**src/rtl/hazard_pkg.sv**
```systemverilog
// Shared types and constants for the pipeline hazard controller.
// Imported by hazard_ctrl_unit.
package hazard_pkg;

   localparam int CNT_W_DFLT = 16;

   // Zero control bundle on the ID mux src1 input (a bubble).
   localparam logic [7:0] CTRL_BUBBLE = 8'h00;

   typedef enum logic {
      RUN      = 1'b0,
      LU_STALL = 1'b1
   } state_e;

endpackage

```
**src/rtl/sat_counter.sv**
```systemverilog
// Saturating event counter with synchronous active-high clear.
// Holds at all-ones instead of wrapping.
module sat_counter #(
   parameter int W = 16
) (
   input  logic         clk_i,
   input  logic         rst_i,
   input  logic         inc_i,
   output logic [W-1:0] cnt_o
);

   logic [W-1:0] cnt_q;
   logic [W-1:0] cnt_d;

   // Next count: step on inc unless already at the ceiling.
   always_comb begin
      cnt_d = cnt_q;
      if (inc_i && (cnt_q != {W{1'b1}})) begin
         cnt_d = cnt_q + {{(W-1){1'b0}}, 1'b1};
      end
   end

   // Count register with synchronous clear.
   always_ff @(posedge clk_i) begin
      if (rst_i) begin
         cnt_q <= '0;
      end else begin
         cnt_q <= cnt_d;
      end
   end

   assign cnt_o = cnt_q;

endmodule

```
**src/rtl/hazard_ctrl_unit.sv**
```systemverilog
// Load-use stall, taken-branch flush and dmem freeze control
// for the 5-stage core, with saturating stall/flush counters.
module hazard_ctrl_unit
   import hazard_pkg::*;
#(
   parameter int LU_BUBBLES = 1,
   parameter int CNT_W      = CNT_W_DFLT
) (
   input  logic             clk_i,
   input  logic             rst_i,
   input  logic             id_valid_i,
   input  logic [4:0]       id_rs1_i,
   input  logic [4:0]       id_rs2_i,
   input  logic             id_uses_rs1_i,
   input  logic             id_uses_rs2_i,
   input  logic             ex_memread_i,
   input  logic [4:0]       ex_rd_i,
   input  logic             ex_branch_taken_i,
   input  logic             dmem_busy_i,
   output logic             pc_write_o,
   output logic             ifid_write_o,
   output logic             ifid_flush_o,
   output logic             idex_write_o,
   output logic             ctrl_sel_o,
   output logic [CNT_W-1:0] stall_cnt_o,
   output logic [CNT_W-1:0] flush_cnt_o
);

   localparam logic [1:0] BUB_INIT =
      (LU_BUBBLES > 1) ? 2'(LU_BUBBLES - 2) : 2'd0;

   state_e     state_q;
   state_e     state_d;
   logic [1:0] bub_q;
   logic [1:0] bub_d;
   logic       lu;
   logic       rs1_hit;
   logic       rs2_hit;
   logic       stall_inc;
   logic       flush_inc;

   assign rs1_hit = id_uses_rs1_i && (id_rs1_i == ex_rd_i);
   assign rs2_hit = id_uses_rs2_i && (id_rs2_i == ex_rd_i);
   assign lu = id_valid_i && ex_memread_i && (ex_rd_i != 5'd0)
             && (rs1_hit || rs2_hit);

   // Prioritised Mealy outputs and next state: rst, busy, stall, branch, lu.
   always_comb begin
      state_d      = state_q;
      bub_d        = bub_q;
      pc_write_o   = 1'b1;
      ifid_write_o = 1'b1;
      idex_write_o = 1'b1;
      ifid_flush_o = 1'b0;
      ctrl_sel_o   = 1'b0;
      stall_inc    = 1'b0;
      flush_inc    = 1'b0;
      if (rst_i) begin
         pc_write_o   = 1'b0;
         ifid_write_o = 1'b0;
         idex_write_o = 1'b0;
         ifid_flush_o = 1'b1;
         ctrl_sel_o   = 1'b1;
         state_d      = RUN;
         bub_d        = 2'd0;
      end else if (dmem_busy_i) begin
         pc_write_o   = 1'b0;
         ifid_write_o = 1'b0;
         idex_write_o = 1'b0;
      end else if (state_q == LU_STALL) begin
         pc_write_o   = 1'b0;
         ifid_write_o = 1'b0;
         ctrl_sel_o   = 1'b1;
         stall_inc    = 1'b1;
         if (bub_q == 2'd0) begin
            state_d = RUN;
         end else begin
            bub_d = bub_q - 2'd1;
         end
      end else if (ex_branch_taken_i) begin
         ifid_flush_o = 1'b1;
         ctrl_sel_o   = 1'b1;
         flush_inc    = 1'b1;
      end else if (lu) begin
         pc_write_o   = 1'b0;
         ifid_write_o = 1'b0;
         ctrl_sel_o   = 1'b1;
         stall_inc    = 1'b1;
         if (LU_BUBBLES > 1) begin
            state_d = LU_STALL;
            bub_d   = BUB_INIT;
         end
      end
   end

   // State and remaining-bubble registers.
   always_ff @(posedge clk_i) begin
      if (rst_i) begin
         state_q <= RUN;
         bub_q   <= 2'd0;
      end else begin
         state_q <= state_d;
         bub_q   <= bub_d;
      end
   end

   sat_counter #(.W(CNT_W)) u_stall_cnt (
      .clk_i (clk_i),
      .rst_i (rst_i),
      .inc_i (stall_inc),
      .cnt_o (stall_cnt_o)
   );

   sat_counter #(.W(CNT_W)) u_flush_cnt (
      .clk_i (clk_i),
      .rst_i (rst_i),
      .inc_i (flush_inc),
      .cnt_o (flush_cnt_o)
   );

endmodule

```
**config.mk**
```make
export PLATFORM = sky130hd
export DESIGN_NAME = hazard_ctrl_unit
export DESIGN_NICKNAME = d
export VERILOG_FILES = /design/src/rtl/hazard_pkg.sv /design/src/rtl/sat_counter.sv /design/src/rtl/hazard_ctrl_unit.sv
export SDC_FILE = /design/constraint.sdc
export NUM_CORES = 1
export LEC_CHECK = 0
export BUFFER_PORTS_ARGS = -buffer_cell sky130_fd_sc_hd__buf_2
export CAP_MARGIN = 5
export CORE_MARGIN = 1
export CORE_UTILIZATION = 40
export DETAILED_ROUTE_END_ITERATION = 8
export GPL_ROUTABILITY_DRIVEN = 0
export PLACE_DENSITY = 0.61
export SYNTH_ARGS = -nofsm -noshare
export SYNTH_HDL_FRONTEND = slang
export SYNTH_SLANG_ARGS = --single-unit
```
**constraint.sdc**
```tcl
create_clock -name clk_i -period 3.43 [get_ports clk_i]
set_input_delay 0.343 -clock clk_i [delete_from_list [all_inputs] [get_ports clk_i]]
set_output_delay 0.343 -clock clk_i [all_outputs]
set_load 0.005 [all_outputs]
```
== Yosys cells after proc, flatten, opt, wreduce, memory -nomap -nowiden ==
Index checks and enable logic that the tools add are counted.
Cells by class
  $add $sub $neg: 3
  eq/ne operators: 4
  multiplexer cells: 23
  bitwise logic cells: 2
  reduce and logical (&&, ||, !) cells: 11
Operator list (number)
  $add A16 B1 Y16 const B: 2
  $ne A16 B16 Y1 const B: 2
  $mux W1: 23
  $eq A5 B5 Y1: 2
  $logic_and A1 B1 Y1: 7
  $reduce_bool A5 Y1: 1
  $reduce_and A3 Y1: 1
  $logic_not A2 Y1: 1
  $not A1 Y1: 2
  $sub A2 B1 Y2 const B: 1
  $logic_or A1 B1 Y1: 1
Storage, ports and cells
  bits in registers: 35
  input port bits: 23

== Logic depth before layout (Yosys ltp) ==
  depth in word-level cells: 10
  depth in mapped cells: 9
  gate-level depth less buffers: 7

== Modules after synthesis ==
Synthesis repeated with hierarchy kept, for this count alone.
Unflattened totals
  cells, all modules: 243
  area, all modules: 2042.0 um^2
Modules (own cells, without submodules)
  sat_counter: times used 2, cells an instance 99, area each 848.3 um^2, sequential area each 320.3 um^2
  hazard_ctrl_unit: times used 1, cells an instance 45, area each 345.3 um^2, sequential area each 60.1 um^2

== Worst setup path after synthesis ==
No wires, ideal clock.
  path type: in2out
  start: in ex_rd_i[1]
  end: out pc_write_o
  arrival time: 2026 ps
  data required time: 3087 ps
  path slack: 1061 ps
  cell stages on the path: 5
  cells stage by stage: or3_1 > o311a_1 > and2b_2 > a2111oi_0 > buf_4
Between the ends
  longest elaborated chain between the ends: 9
Ends and longest elaborated chain
  start: declaration: RTL line hazard_ctrl_unit.sv:17  | input logic [4:0] ex_rd_i,
  $eq A5 B5 Y1 (on tied branches): RTL line hazard_ctrl_unit.sv:42, hazard_ctrl_unit.sv:43
  $logic_and A1 B1 Y1 (on tied branches): RTL line hazard_ctrl_unit.sv:42, hazard_ctrl_unit.sv:43
  $logic_or A1 B1 Y1: RTL line hazard_ctrl_unit.sv:45  | && (rs1_hit || rs2_hit);
  $logic_and A1 B1 Y1 *: RTL line hazard_ctrl_unit.sv:45
  $mux W1 * (5 in a row)
  end: declaration: RTL line hazard_ctrl_unit.sv:20  | output logic pc_write_o,
Every way passes the cells marked *; elsewhere a longest branch is shown, timed or not.

== Final worst setup path ==
  start: in ex_rd_i[1]
  end: out pc_write_o
Between the ends
  longest elaborated chain between the ends: 9
Ends and longest elaborated chain
  $eq A5 B5 Y1 (on tied branches): RTL line hazard_ctrl_unit.sv:42, hazard_ctrl_unit.sv:43
  $logic_and A1 B1 Y1 (on tied branches): RTL line hazard_ctrl_unit.sv:42, hazard_ctrl_unit.sv:43
  $logic_or A1 B1 Y1: RTL line hazard_ctrl_unit.sv:45
  $logic_and A1 B1 Y1 *: RTL line hazard_ctrl_unit.sv:45
  $mux W1 *: RTL line hazard_ctrl_unit.sv:84  | end else if (lu) begin
  $mux W1 *: RTL line hazard_ctrl_unit.sv:80  | end else if (ex_branch_taken_i) begin
  $mux W1 *: RTL line hazard_ctrl_unit.sv:70  | end else if (state_q == LU_STALL) begin
  $mux W1 *: RTL line hazard_ctrl_unit.sv:66  | end else if (dmem_busy_i) begin
  $mux W1 *: RTL line hazard_ctrl_unit.sv:58  | if (rst_i) begin
Marks and branches as above.

==> results.toml <==
[global_routing]
gr-max-usage-layer = "met2"
met2_usage_pct = 27.6
grt_antenna_before_repair = 0
use_met1_pct = 24.1
grt_resource_usage_total_pct = 17.9
global_route.usage.met3_pct = 5.56
grt_first_pass_wirelength_mm = 7.13
overflow = 0
first_global_vias = 1554
maximum_number_of_pins_on_one_net_before_global_route_repair = 43

[hold_path]
hold_start = "dmem_busy_i"
worst_hold_path_type = "input pin to register"
timing.hold.worst_endpoint = "state_q"
worstHoldPathCells = 3

[setup_path]
worst_r2r_path_depth = 7
path_class = "input pin to output port"
crit_reg_reg_endpoint = "u_stall_cnt.cnt_o[15]"
worst_r2r_startpoint = "u_stall_cnt.cnt_o[0]"
worst-path-max-fanout = 3
crit_path_start_kind = "input pin"
cp.required_ns = 3.09
end_kind = "output port"
reg2reg_slack_ns = 1.29
worst_ep_arrival_time_ns = 2.22

[sta]
hold_viol_final = 0
maxClockFrequency_ghz = 0.390
rsz0062_at_grt = "false"
timing.clock.skew_ns = 0.00746
slew_viol_final = 0
timing_worst_slew_pin_value_ns = 0.746
slew-limit-headroom_pct = 50.3
hold_slack_ns = 0.418
final_min_period_over_clock_period_pct = 74.7
setup_viol_count_final = 0
totalNegativeSetupSlack_ns = 0
final_period_minus_worst_setup_slack_ns = 2.56

[route]
wl_per_cell_um = 12.7
drt_first_iter_violations = 95
ant_nets = 0
route.detailed.vias_per_inst = 5.35
detailedRoute.firstPassIterationCount = 6
detail_route.drc_violations = 0
drt_wl_total_mm = 4.24
overall_via_count_from_detail_route = 1792

[yosys]
synth_area_leaders = "sky130_fd_sc_hd__dfxtp_1 37%, sky130_fd_sc_hd__xor2_1 7.8%, sky130_fd_sc_hd__nor2_1 4.5%"
synth_largest_area_cell = "sky130_fd_sc_hd__dfxtp_1"
register_area_share_after_synthesis_pct = 36.9
synth-edff-count = 0
async_flop_share_pct = 0
post_synth_inst_count = 223
dominantRegCellSynth = "sky130_fd_sc_hd__dfxtp_1"
synth_cell_types = 45
synth.avg_cell_area_um2 = 8.52
syn-cell-area_um2 = 1900
synth.yosys.warnings = 0
syn-num-nets = 249
post-synth-top-area-fraction_pct = 36.9
ys_seq_elements = 35

[clocking]
worstSkewPairLatency_ns = 0.28
tritoncts.num_buffers = 5
cts_setup_buffers = 0
cts-root-buf = "sky130_fd_sc_hd__clkbuf_8"
ctsLongestPathBuffers = 2
clock-sinks = 35
h-tree-depth = 2
cts-resized-gates = 0
worst_setup_hold_path_clk_slew_ns = 0.06
tritoncts_clock_tree = "built"
holdBufCountCts = 0

[layout]
final_net_count = 308
num-fill-cells = 453
drive_gt1_share_pct = 27.6
instances_no_fill = 335
diodes = 0
areaGrowthSynthToFinish_pct = 21.0

[pwr]
power.ir.vdd_worst_v = 0.000226
power.total_mw = 0.748
powerDensity_nw_per_um2 = 325
power_leakage_nw = 0.926

[die]
area_enclosed_by_the_die_boundary_um2 = 5030
placement_rows = 24
start_util_pct = 42.5
core_area_um2 = 4470
ports_placed_on_the_boundary = 60
die_w_um = 70.9
die-height_um = 70.9

[place]
dp_hpwl_mm = 3.06
dp_cells = 327
placement.io_buffers = 59

[status]
outcome = "completed"

[run]
max_cap_viol_count = 0
-- cells in the mapped netlist, drive strengths merged (2+ instances only) --
master,count
nand4,12
xor2,17
and4,7
ha,3
nor3b,3
buf,5
mux2i,4
and3,2
xnor2,8
a21oi,15
inv,8
nor4,3
clkbuf,3
or3,14
and2,5
o21ai,14
nor2,23
nand2,8
dfxtp,35
nor2b,2
a211oi,2
nor3,3
nand3,12
-- state kept, by name (all words and copies together) (netlist names) --
register and count:
u_flush_cnt.cnt_o 16, u_stall_cnt.cnt_o 16, bub_q 2, state_q 1
-- routing by layer --
layer  share of wire (%)  vias up
met5                   0        -
met4                0.68        0
met3                 5.3        2
met2                  44       51
met1                  50      814
li1                    -      925
-- where the power goes --
part	total (mW)	leakage, nW	switching (mW)	internal, mW
Combinational	0.0561	0.601	0.0308	0.0253
Clock	0.282	0.0422	0.140	0.142
Sequential	0.409	0.282	0.00160	0.408
Total	0.748	0.926	0.172	0.576
-- worst max-delay path by stage --
stage               slack [ns]       start            to
finish                    0.87  ex_rd_i[1]    pc_write_o
global route              0.84  ex_rd_i[1]    pc_write_o
CTS                       0.90  ex_rd_i[1]  ifid_write_o
detailed placement        0.91  ex_rd_i[1]  ifid_write_o
global placement          0.99  ex_rd_i[1]    pc_write_o
floorplan                 1.06  ex_rd_i[1]    pc_write_o
-- placed cells by master (no fill, tap or decap), types with 2 or more instances in the layout --
master and n:
sky130_fd_sc_hd__inv_1 8, sky130_fd_sc_hd__and2_1 4, sky130_fd_sc_hd__nor2_1 23, sky130_fd_sc_hd__or3_1 6, sky130_fd_sc_hd__clkbuf_1 2, sky130_fd_sc_hd__or3_2 8, sky130_fd_sc_hd__ha_1 3, sky130_fd_sc_hd__and4_1 7
sky130_fd_sc_hd__a21oi_1 15, sky130_fd_sc_hd__xnor2_1 8, sky130_fd_sc_hd__mux2i_1 4, sky130_fd_sc_hd__nand4_1 12, sky130_fd_sc_hd__nor2b_1 2, sky130_fd_sc_hd__a211oi_1 2, sky130_fd_sc_hd__dfxtp_1 35, sky130_fd_sc_hd__nor3b_1 3
sky130_fd_sc_hd__xor2_1 17, sky130_fd_sc_hd__nor4_1 2, sky130_fd_sc_hd__clkbuf_8 5, sky130_fd_sc_hd__buf_2 59, sky130_fd_sc_hd__nand3_1 12, sky130_fd_sc_hd__o21ai_0 7, sky130_fd_sc_hd__and3_1 2, sky130_fd_sc_hd__nor3_1 3
sky130_fd_sc_hd__nand2_1 8, sky130_fd_sc_hd__o21ai_1 7
-- worst max-delay path, cell delays in order --
cell and delay (ns):
sky130_fd_sc_hd__buf_2 0.12, sky130_fd_sc_hd__or3_1 0.36, sky130_fd_sc_hd__o311a_1 0.34, sky130_fd_sc_hd__and2b_2 0.22, sky130_fd_sc_hd__a2111oi_0 0.61, sky130_fd_sc_hd__buf_2 0.22
-- through the flow --
step	worst slack, ns	cell area, um2	utilization, %
6_report	0.868	2300	51.4
5_1_grt	0.843	2300	51.4
3_3_place_gp	0.994	2220	49.6
4_1_cts	0.897	2300	51.4
2_1_floorplan	1.06	1900	-
3_5_place_dp	0.909	2220	49.6
-- kinds of logic (layout without fill, tap and decap cells) --
kind of cell             after synthesis  in the layout  share of synthesized area (%)
AND/OR/NAND/NOR                      100            100                           30.3
buffers and inverters                 16             76                           4.21
AO/OA/AOI/OAI                         40             40                           13.0
multiplexers                           4              4                           2.11
flip-flops                            35             35                           36.9
adder cells (fa/ha/maj)                3              3                           1.98
XOR/XNOR                              25             25                           11.5
-- layout make-up --
class                           count  area [um2]  share of cell area [%]
Clock buffer                        7        76.3                    3.32
Clock inverter                      1        5.00                   0.218
Inverter                            8        30.0                    1.31
Multi-Input combinational cell    172        1120                    48.7
Sequential cell                    35         701                    30.5
Tap cell                           52        65.1                    2.83
Timing Repair Buffer               60         303                    13.2
Power figures use the tool's default switching activity.
